==> src/rtl/mc_control_fsm.sv <==
// rtl/mc_control_fsm.sv - multicycle control sequencer for the 16-bit datapath
// Optional feature macro: MVNZ_EN (opcode 6 executes as mvnz; otherwise it halts)
module mc_control_fsm #(
    parameter int DATA_WIDTH = 16
) (
    input  logic                  clk,
    input  logic                  reset_n,
    input  logic                  run,
    input  logic [DATA_WIDTH-1:0] mem_rdata,
    input  logic                  mem_ack,
    input  logic                  g_nz,
    output logic                  mem_req,
    output logic                  mem_we,
    output logic [1:0]            addr_sel,
    output logic [2:0]            bus_sel,
    output logic                  rf_we,
    output logic [2:0]            rf_waddr,
    output logic [2:0]            rf_raddr_x,
    output logic [2:0]            rf_raddr_y,
    output logic                  a_load,
    output logic                  g_load,
    output logic                  alu_op,
    output logic                  pc_inc,
    output logic                  instr_done,
    output logic                  halted,
    output logic [15:0]           instr_count
);

    typedef enum logic [2:0] {
        S_IDLE, S_FETCH, S_DECODE, S_IMM, S_EX1, S_EX2, S_MEM, S_HALT
    } state_t;

    localparam logic [3:0] OP_MV   = 4'd0;
    localparam logic [3:0] OP_MVI  = 4'd1;
    localparam logic [3:0] OP_ADD  = 4'd2;
    localparam logic [3:0] OP_SUB  = 4'd3;
    localparam logic [3:0] OP_LD   = 4'd4;
    localparam logic [3:0] OP_ST   = 4'd5;
    localparam logic [3:0] OP_MVNZ = 4'd6;

    state_t                state;
    state_t                state_next;
    logic [DATA_WIDTH-1:0] ir;
    logic                  fetch_busy;
    logic                  fetch_active;
    logic [3:0]            opcode;
    logic                  op_legal;
    logic                  unused_bits;

    assign opcode = ir[15:12];

    // Once a fetch request is outstanding it is held until ack even if run drops.
    assign fetch_active = fetch_busy | run;

`ifdef MVNZ_EN
    assign op_legal    = (opcode <= OP_MVNZ);
    assign unused_bits = ^ir[5:0];
`else
    assign op_legal    = (opcode <= OP_ST);
    assign unused_bits = ^{ir[5:0], g_nz};
`endif

    always_ff @(posedge clk or negedge reset_n) begin
        if (!reset_n) begin
            state <= S_IDLE;
        end else begin
            state <= state_next;
        end
    end

    always_ff @(posedge clk or negedge reset_n) begin
        if (!reset_n) begin
            ir          <= '0;
            fetch_busy  <= 1'b0;
            instr_count <= 16'd0;
        end else begin
            if (state == S_FETCH && fetch_active && mem_ack) begin
                ir <= mem_rdata;
            end
            fetch_busy <= (state == S_FETCH) && fetch_active && !mem_ack;
            if (instr_done) begin
                instr_count <= instr_count + 16'd1;
            end
        end
    end

    always_comb begin
        state_next = state;
        case (state)
            S_IDLE: begin
                if (run) state_next = S_FETCH;
            end
            S_FETCH: begin
                if (!fetch_active)  state_next = S_IDLE;
                else if (mem_ack)   state_next = S_DECODE;
            end
            S_DECODE: begin
                if (!op_legal) begin
                    state_next = S_HALT;
                end else begin
                    case (opcode)
                        OP_MVI:         state_next = S_IMM;
                        OP_ADD, OP_SUB: state_next = S_EX1;
                        OP_LD, OP_ST:   state_next = S_MEM;
                        default:        state_next = S_FETCH;
                    endcase
                end
            end
            S_IMM: begin
                if (mem_ack) state_next = S_FETCH;
            end
            S_EX1:   state_next = S_EX2;
            S_EX2:   state_next = S_FETCH;
            S_MEM: begin
                if (mem_ack) state_next = S_FETCH;
            end
            S_HALT:  state_next = S_HALT;
            default: state_next = S_IDLE;
        endcase
    end

    always_comb begin
        mem_req    = 1'b0;
        mem_we     = 1'b0;
        addr_sel   = 2'b00;
        bus_sel    = 3'b000;
        rf_we      = 1'b0;
        rf_waddr   = 3'd0;
        rf_raddr_x = 3'd0;
        rf_raddr_y = 3'd0;
        a_load     = 1'b0;
        g_load     = 1'b0;
        alu_op     = 1'b0;
        pc_inc     = 1'b0;
        instr_done = 1'b0;
        halted     = 1'b0;

        if (state != S_IDLE && state != S_HALT) begin
            rf_waddr   = ir[11:9];
            rf_raddr_x = ir[11:9];
            rf_raddr_y = ir[8:6];
        end

        case (state)
            S_FETCH: begin
                if (fetch_active) begin
                    mem_req = 1'b1;
                    pc_inc  = mem_ack;
                end
            end
            S_DECODE: begin
                if (op_legal) begin
                    case (opcode)
                        OP_MV: begin
                            rf_we      = 1'b1;
                            instr_done = 1'b1;
                        end
`ifdef MVNZ_EN
                        OP_MVNZ: begin
                            rf_we      = g_nz;
                            instr_done = 1'b1;
                        end
`endif
                        OP_ADD, OP_SUB: begin
                            bus_sel = 3'b001;
                            a_load  = 1'b1;
                        end
                        default: ;
                    endcase
                end
            end
            S_IMM: begin
                mem_req = 1'b1;
                if (mem_ack) begin
                    bus_sel    = 3'b011;
                    rf_we      = 1'b1;
                    pc_inc     = 1'b1;
                    instr_done = 1'b1;
                end
            end
            S_EX1: begin
                alu_op = ir[12];
                g_load = 1'b1;
            end
            S_EX2: begin
                bus_sel    = 3'b010;
                rf_we      = 1'b1;
                instr_done = 1'b1;
            end
            S_MEM: begin
                mem_req  = 1'b1;
                addr_sel = 2'b01;
                if (opcode == OP_ST) begin
                    // Store data (rX) stays on the bus for the whole request.
                    mem_we     = 1'b1;
                    bus_sel    = 3'b001;
                    instr_done = mem_ack;
                end else if (mem_ack) begin
                    bus_sel    = 3'b011;
                    rf_we      = 1'b1;
                    instr_done = 1'b1;
                end
            end
            S_HALT:  halted = 1'b1;
            default: ;
        endcase
    end

endmodule

==> config.mk <==
export PLATFORM = sky130hd
export DESIGN_NAME = mc_control_fsm
export DESIGN_NICKNAME = d
export VERILOG_FILES = /design/src/rtl/mc_control_fsm.sv
export SDC_FILE = /design/constraint.sdc
export NUM_CORES = 1
export LEC_CHECK = 0
export CORE_MARGIN = 2
export CORE_UTILIZATION = 41
export DETAILED_ROUTE_END_ITERATION = 7
export HOLD_SLACK_MARGIN = 0.1
export MAX_ROUTING_LAYER = met4
export PLACE_DENSITY = 0.86
export SYNTH_ARGS = -nofsm -noshare
export SYNTH_HDL_FRONTEND = slang
export SYNTH_SLANG_ARGS = --single-unit
export TNS_END_PERCENT = 10
==> constraint.sdc <==
create_clock -name clk -period 2 [get_ports clk]
set_clock_uncertainty 0.1 [all_clocks]
set_input_delay 0.5 -clock clk [delete_from_list [all_inputs] [get_ports clk]]
set_output_delay 0.5 -clock clk [all_outputs]
set_load 0.02 [all_outputs]
Word level (Yosys, flattened, before mapping) --
Cells that the tools add are included.
Operators by class: equality and inequality tests 16, reductions and logical operators 12, order comparisons 1, bitwise gates (word level) 1, muxes and demuxes 34, add/sub/neg operators 1
Operator list (count):
- 3-bit two-way mux | 7
- 3-bit one-hot mux with 7 select lines | 1
- 1-bit two-way mux | 18
- 16-bit by 1-bit adder with 16-bit output (second input constant) | 1
- 3-bit equality test (second input constant) | 4
- 3-bit one-hot mux with 3 select lines | 1
- 4-bit by 2-bit equality test with 1-bit output (second input constant) | 2
- 4-bit by 3-bit equality test with 1-bit output (second input constant) | 2
- 1-bit one-hot mux with 4 select lines | 2
- 2-bit one-hot mux with 4 select lines | 1
- 3-bit by 2-bit equality test with 1-bit output (second input constant) | 2
- 3-bit inequality test (second input constant) | 2
- 2-bit OR reduction | 3
- 4-bit by 1-bit equality test with 1-bit output (second input constant) | 1
- 4-bit by 3-bit less-or-equal comparator with 1-bit output (second input constant) | 1
- 1-bit logical AND | 4
- 4-bit zero test | 1
- 2-bit two-way mux | 2
- 1-bit one-hot mux with 2 select lines | 2
- 3-bit by 1-bit equality test with 1-bit output (second input constant) | 1
- 3-bit zero test | 1
- 3-bit AND reduction | 1
- 3-bit nonzero test | 1
- 2-bit by 1-bit inequality test with 1-bit output (second input constant) | 1
- other kinds (3) | 3
Word-level totals: logic and storage cells 69, input bits 21, flip-flop bits (word level) 36, output and inout bits 39

Depth between registers and ports, before layout --
depth after elaboration 5, depth in mapped cells 6, depth with buffers taken out 4

Worst setup path after synthesis --
OpenSTA, ideal clock, no wires.
path kind flip-flop to output port, start point reg state[1], end point out rf_waddr[0], cell stages (with the launch flop) 7, slack -116 ps, arrival time 1516 ps, buffers on the path 2, cells stage by stage dfrtp_1 -> clkbuf_1 -> or2_2 -> nor2_1 -> nor2_1 -> and2_1 -> buf_4
On the way: word-level cells in the longest chain between the ends 3, elaborated cells on any way between the ends 4, classes of those cells 1 x eq/ne; 1 x mux; 2 x reduce/logical
RTL lines:
- start, declared | line 41 | state_t state;
- start signal, assigned | line 67 | state <= state_next;
- 3-bit inequality test / 3-bit nonzero test (equally long branches) | line 138 | if (state != S_IDLE && state != S_HALT) begin
- 1-bit logical AND * | line 138
- 3-bit two-way mux *
- end, declared | line 17 | output logic [2:0] rf_waddr,
Mark *: on every way between the ends. The rest lies on a longest branch, timed or not.

Worst setup path after layout --
start point reg state[0], end point out rf_we
On the way: word-level cells in the longest chain between the ends 2, elaborated cells on any way between the ends 5, classes of those cells 4 x eq/ne; 1 x mux
RTL lines:
- 3-bit equality test / 3-bit by 2-bit equality test with 1-bit output (equally long branches) | line 144 | case (state)
- 1-bit one-hot mux with 4 select lines * | line 144
- end, declared | line 16 | output logic rf_we,
Marks and branches as above.

==> flow_summary.yaml <==
sta:
  slew_headroom_pct: 58.2
  rsz0062_at_grt: "yes"
  period_minus_slack_ns: 2.21
  hold_viol: 0
  layout_setup_ws_ns: -0.207
  fin_setup_tns_ns: -2.39
  period_share_pct: 110
  fmax_mhz: 453
  worstMarginPinSlew_ns: 0.625
  maxSlewViolCount: 0
  finalSetupViolations: 35
placement:
  globalplace.congestion: 0.832
  portBuffers: 50
  dp_cells: 274
  dpl.hpwl_um: 3120
  placed_area_um2: 2440
synth:
  synth-edff-count: 0
  synthSimpleGateAreaFrac_pct: 17.1
  synthDistinctLibCells: 46
  synth_compound_area_share_pct: 16.7
  synthAdderAreaFrac_pct: 0.720
  synthTopCellsByArea: "dfrtp_1, mux2_1, xor2_1"
  ys_async_sr_fraction_pct: 100
  yosys_warnings: 0
  ys_top_cells_by_count: "dfrtp_1, xor2_1, mux2_1"
  synth_area_leader_cell: "dfrtp_1"
  syn-cell-area_um2: 1740
  synth_top_area_share_pct: 43.2
  yosys_register_bits: 30
  yosysSeqAreaShare_pct: 43.2
  synthFlopType: "dfrtp_1"
  syn_area_per_cell_um2: 11.0
  synth-xor-area-share_pct: 8.57
  yosysMostFrequentCell: "dfrtp_1"
  syn_inst: 158
  synth.area.mux_share_pct: 7.13
  synth_top_family_by_area: "simple AND/OR/NAND/NOR gates"
clock_tree:
  clock_path_buffers: 2
  root_buffer: "clkbuf_8"
  cts_buffers: 5
  holdBufCountCts: 0
  clkSlewWorstSetupHoldPaths_ns: 0.07
  ctsHtreeMaxLevel: 2
  cts_tree: "yes"
  clock-sinks: 30
  clock_latency_ns: 0.28
die:
  io_pins: 60
  die_h_um: 69.1
  rows: 23
  dieWidth_um: 69.1
  start_util_pct: 43.1
  core_area_um2: 4030
  die_area_um2: 4780
pwr:
  vdd_drop_max_uv: 1080
  netSwitchingFraction_pct: 42.4
  power_mw: 4.15
  switchingPower_mw: 1.76
  p_per_area_nw_per_um2: 1500
  comb_power_share_pct: 63.2
  internal_power_mw: 2.39
  clockPowerShare_pct: 12.3
  cellLeakagePower_nw: 1.11
  seq_power_share_pct: 24.5
status:
  violations: "negative setup slack"
  outcome: "complete, but fails checks"
worst_setup_path:
  worst_ep_arrival_time_ns: 1.61
  critPathTopFamily: "flip-flops"
  worstSetupStartpointType: "register"
  worstPathMaxFanout: 6
  crit_cells: 6
  cpPeakStageDelay_ns: 0.48
  crit_type: "register to primary output"
  critPathSlowestCell: "dfrtp_2"
  crit_chain: "buf_6, nor2b_4, a21boi_2, o22ai_4, nand2b_4, buf_6"
  end_kind: "primary output"
  critPathRequiredTime_ns: 1.40
  path_common_cell: "buf_6"
  reg2reg_depth: 7
  critPathBufInv: 2
routing:
  dr.pass1.iters: 4
  met1_length_um: 2170
  met2_length_um: 2250
  met3WireLength_um: 257
  drtIter0Drc: 76
  vias_per_cell: 5.55
  totalWireLength_um: 4850
  wl_per_cell_um: 16.7
  antenna_left: 0
  top_layer: "met4"
  route.detailed.drc: 0
  via_count: 1616
cells_and_area:
  area_delta_synth_final_pct: 59.1
  drive_gt1_share_pct: 41.9
  antennaDiodeCount: 0
  final_area_um2: 2770
  final_util_pct: 68.6
  instances_no_fill: 291
  layout.nets: 262
global_route:
  grt_max_degree: 31
  grt_pass1_wl_um: 7740
  grt_usage_pct: 20.3
  grt_pass1_vias: 1547
  grt-ovfl-total: 0
  antenna_found_initial: 0
worst_hold_path:
  hold_class: "register to register"
  holdPathStages: 1
run:
  cap_viol_max_count: 0
stage by stage:
step	hold WS [ns]	setup slack, ns
floorplan	0.104	-0.0132
global placement	0.362	-0.659
detailed placement	0.356	-0.691
CTS	0.369	-0.246
global route	0.409	-0.275
finish	0.366	-0.207
logic make-up after synthesis:
logic type               after synthesis
AO/OA/AOI/OAI                         29
AND/OR/NAND/NOR                       50
multiplexers                          11
buffers and inverters                 19
other                                  1
XOR/XNOR                              17
adder cells (fa/ha/maj)                1
flip-flops                            30
layout by cell type, fill, tap and decap left out, types with 3 or more instances in the layout:
master,n
a2111oi_4,5
a211oi_2,4
and2_1,3
and2_4,3
buf_2,5
buf_4,38
buf_6,13
clkbuf_8,6
clkdlybuf4s50_1,25
dfrtp_1,27
dfrtp_2,3
inv_1,6
mux2_1,10
nand2_1,5
nand3_1,5
nor2_1,5
nor2_4,3
nor3_1,4
o21ai_0,3
or3_1,3
xnor2_1,5
xor2_1,11
worst paths after layout:
check	start	to	slack [ns]
worst min register to register	instr_count[15]$_DFFE_PN0P_	instr_count[15]$_DFFE_PN0P_	0.37
worst min-delay path	instr_count[15]$_DFFE_PN0P_	instr_count[15]$_DFFE_PN0P_	0.37
worst max-delay path	state[0]$_DFFE_PN0P_	rf_we	-0.21
min in group asynchronous	reset_n	ir[9]$_DFFE_PN0P_	0.51
max in group asynchronous	reset_n	state[0]$_DFFE_PN0P_	0.98
worst max register to register	state[2]$_DFFE_PN0P_	instr_count[14]$_DFFE_PN0P_	-0.05
flip-flops by register name, indices dropped and copies added (netlist names):
name	cells
fetch_busy	1
state	3
ir	10
instr_count	16
cell type report:
| type | count | area [um2] |
|---|---|---|
| multi-input cells | 110 | 1070 |
| flip-flops and latches | 30 | 754 |
| well taps | 50 | 62.6 |
| clock buffers | 7 | 86.3 |
| repair buffers | 86 | 759 |
| inverters | 7 | 26.3 |
| clock inverters | 1 | 5.00 |
| fillers | 296 | 1260 |
worst reg2reg max path, stage by stage, from the launching register on:
cell,delay [ns]
dfrtp_2,0.45
buf_4,0.15
nor3b_4,0.24
buf_4,0.16
nand3_4,0.09
buf_4,0.24
a2111oi_2,0.37
xor2_1,0.17
power groups by stage:
stage	Combinational, mW	Sequential [mW]	Clock, mW
after global routing	2.77	1.05	0.546
after global placement	2.07	1.02	0
after floorplan	1.22	1.03	0
after CTS	2.18	1.02	0.520
after detailed placement	2.13	1.03	0
final	2.62	1.02	0.511
layer usage:
layer / vias to the layer above / global-route usage, %
li1: 723 / -
met1: 797 / 27.7
met2: 74 / 30.0
met3: 22 / 4.39
met4: 0 / 6.75
met5: - / -
timing repair:
| item | 4_1_cts | 5_1_grt |
|---|---|---|
| resized for setup | 102 | 50 |
| setup buffers | 5 | 5 |
| setup endpoints to repair | 36 | 44 |
| pin swaps | 2 | 8 |
Note: power is estimated with default switching activity, not from simulation.
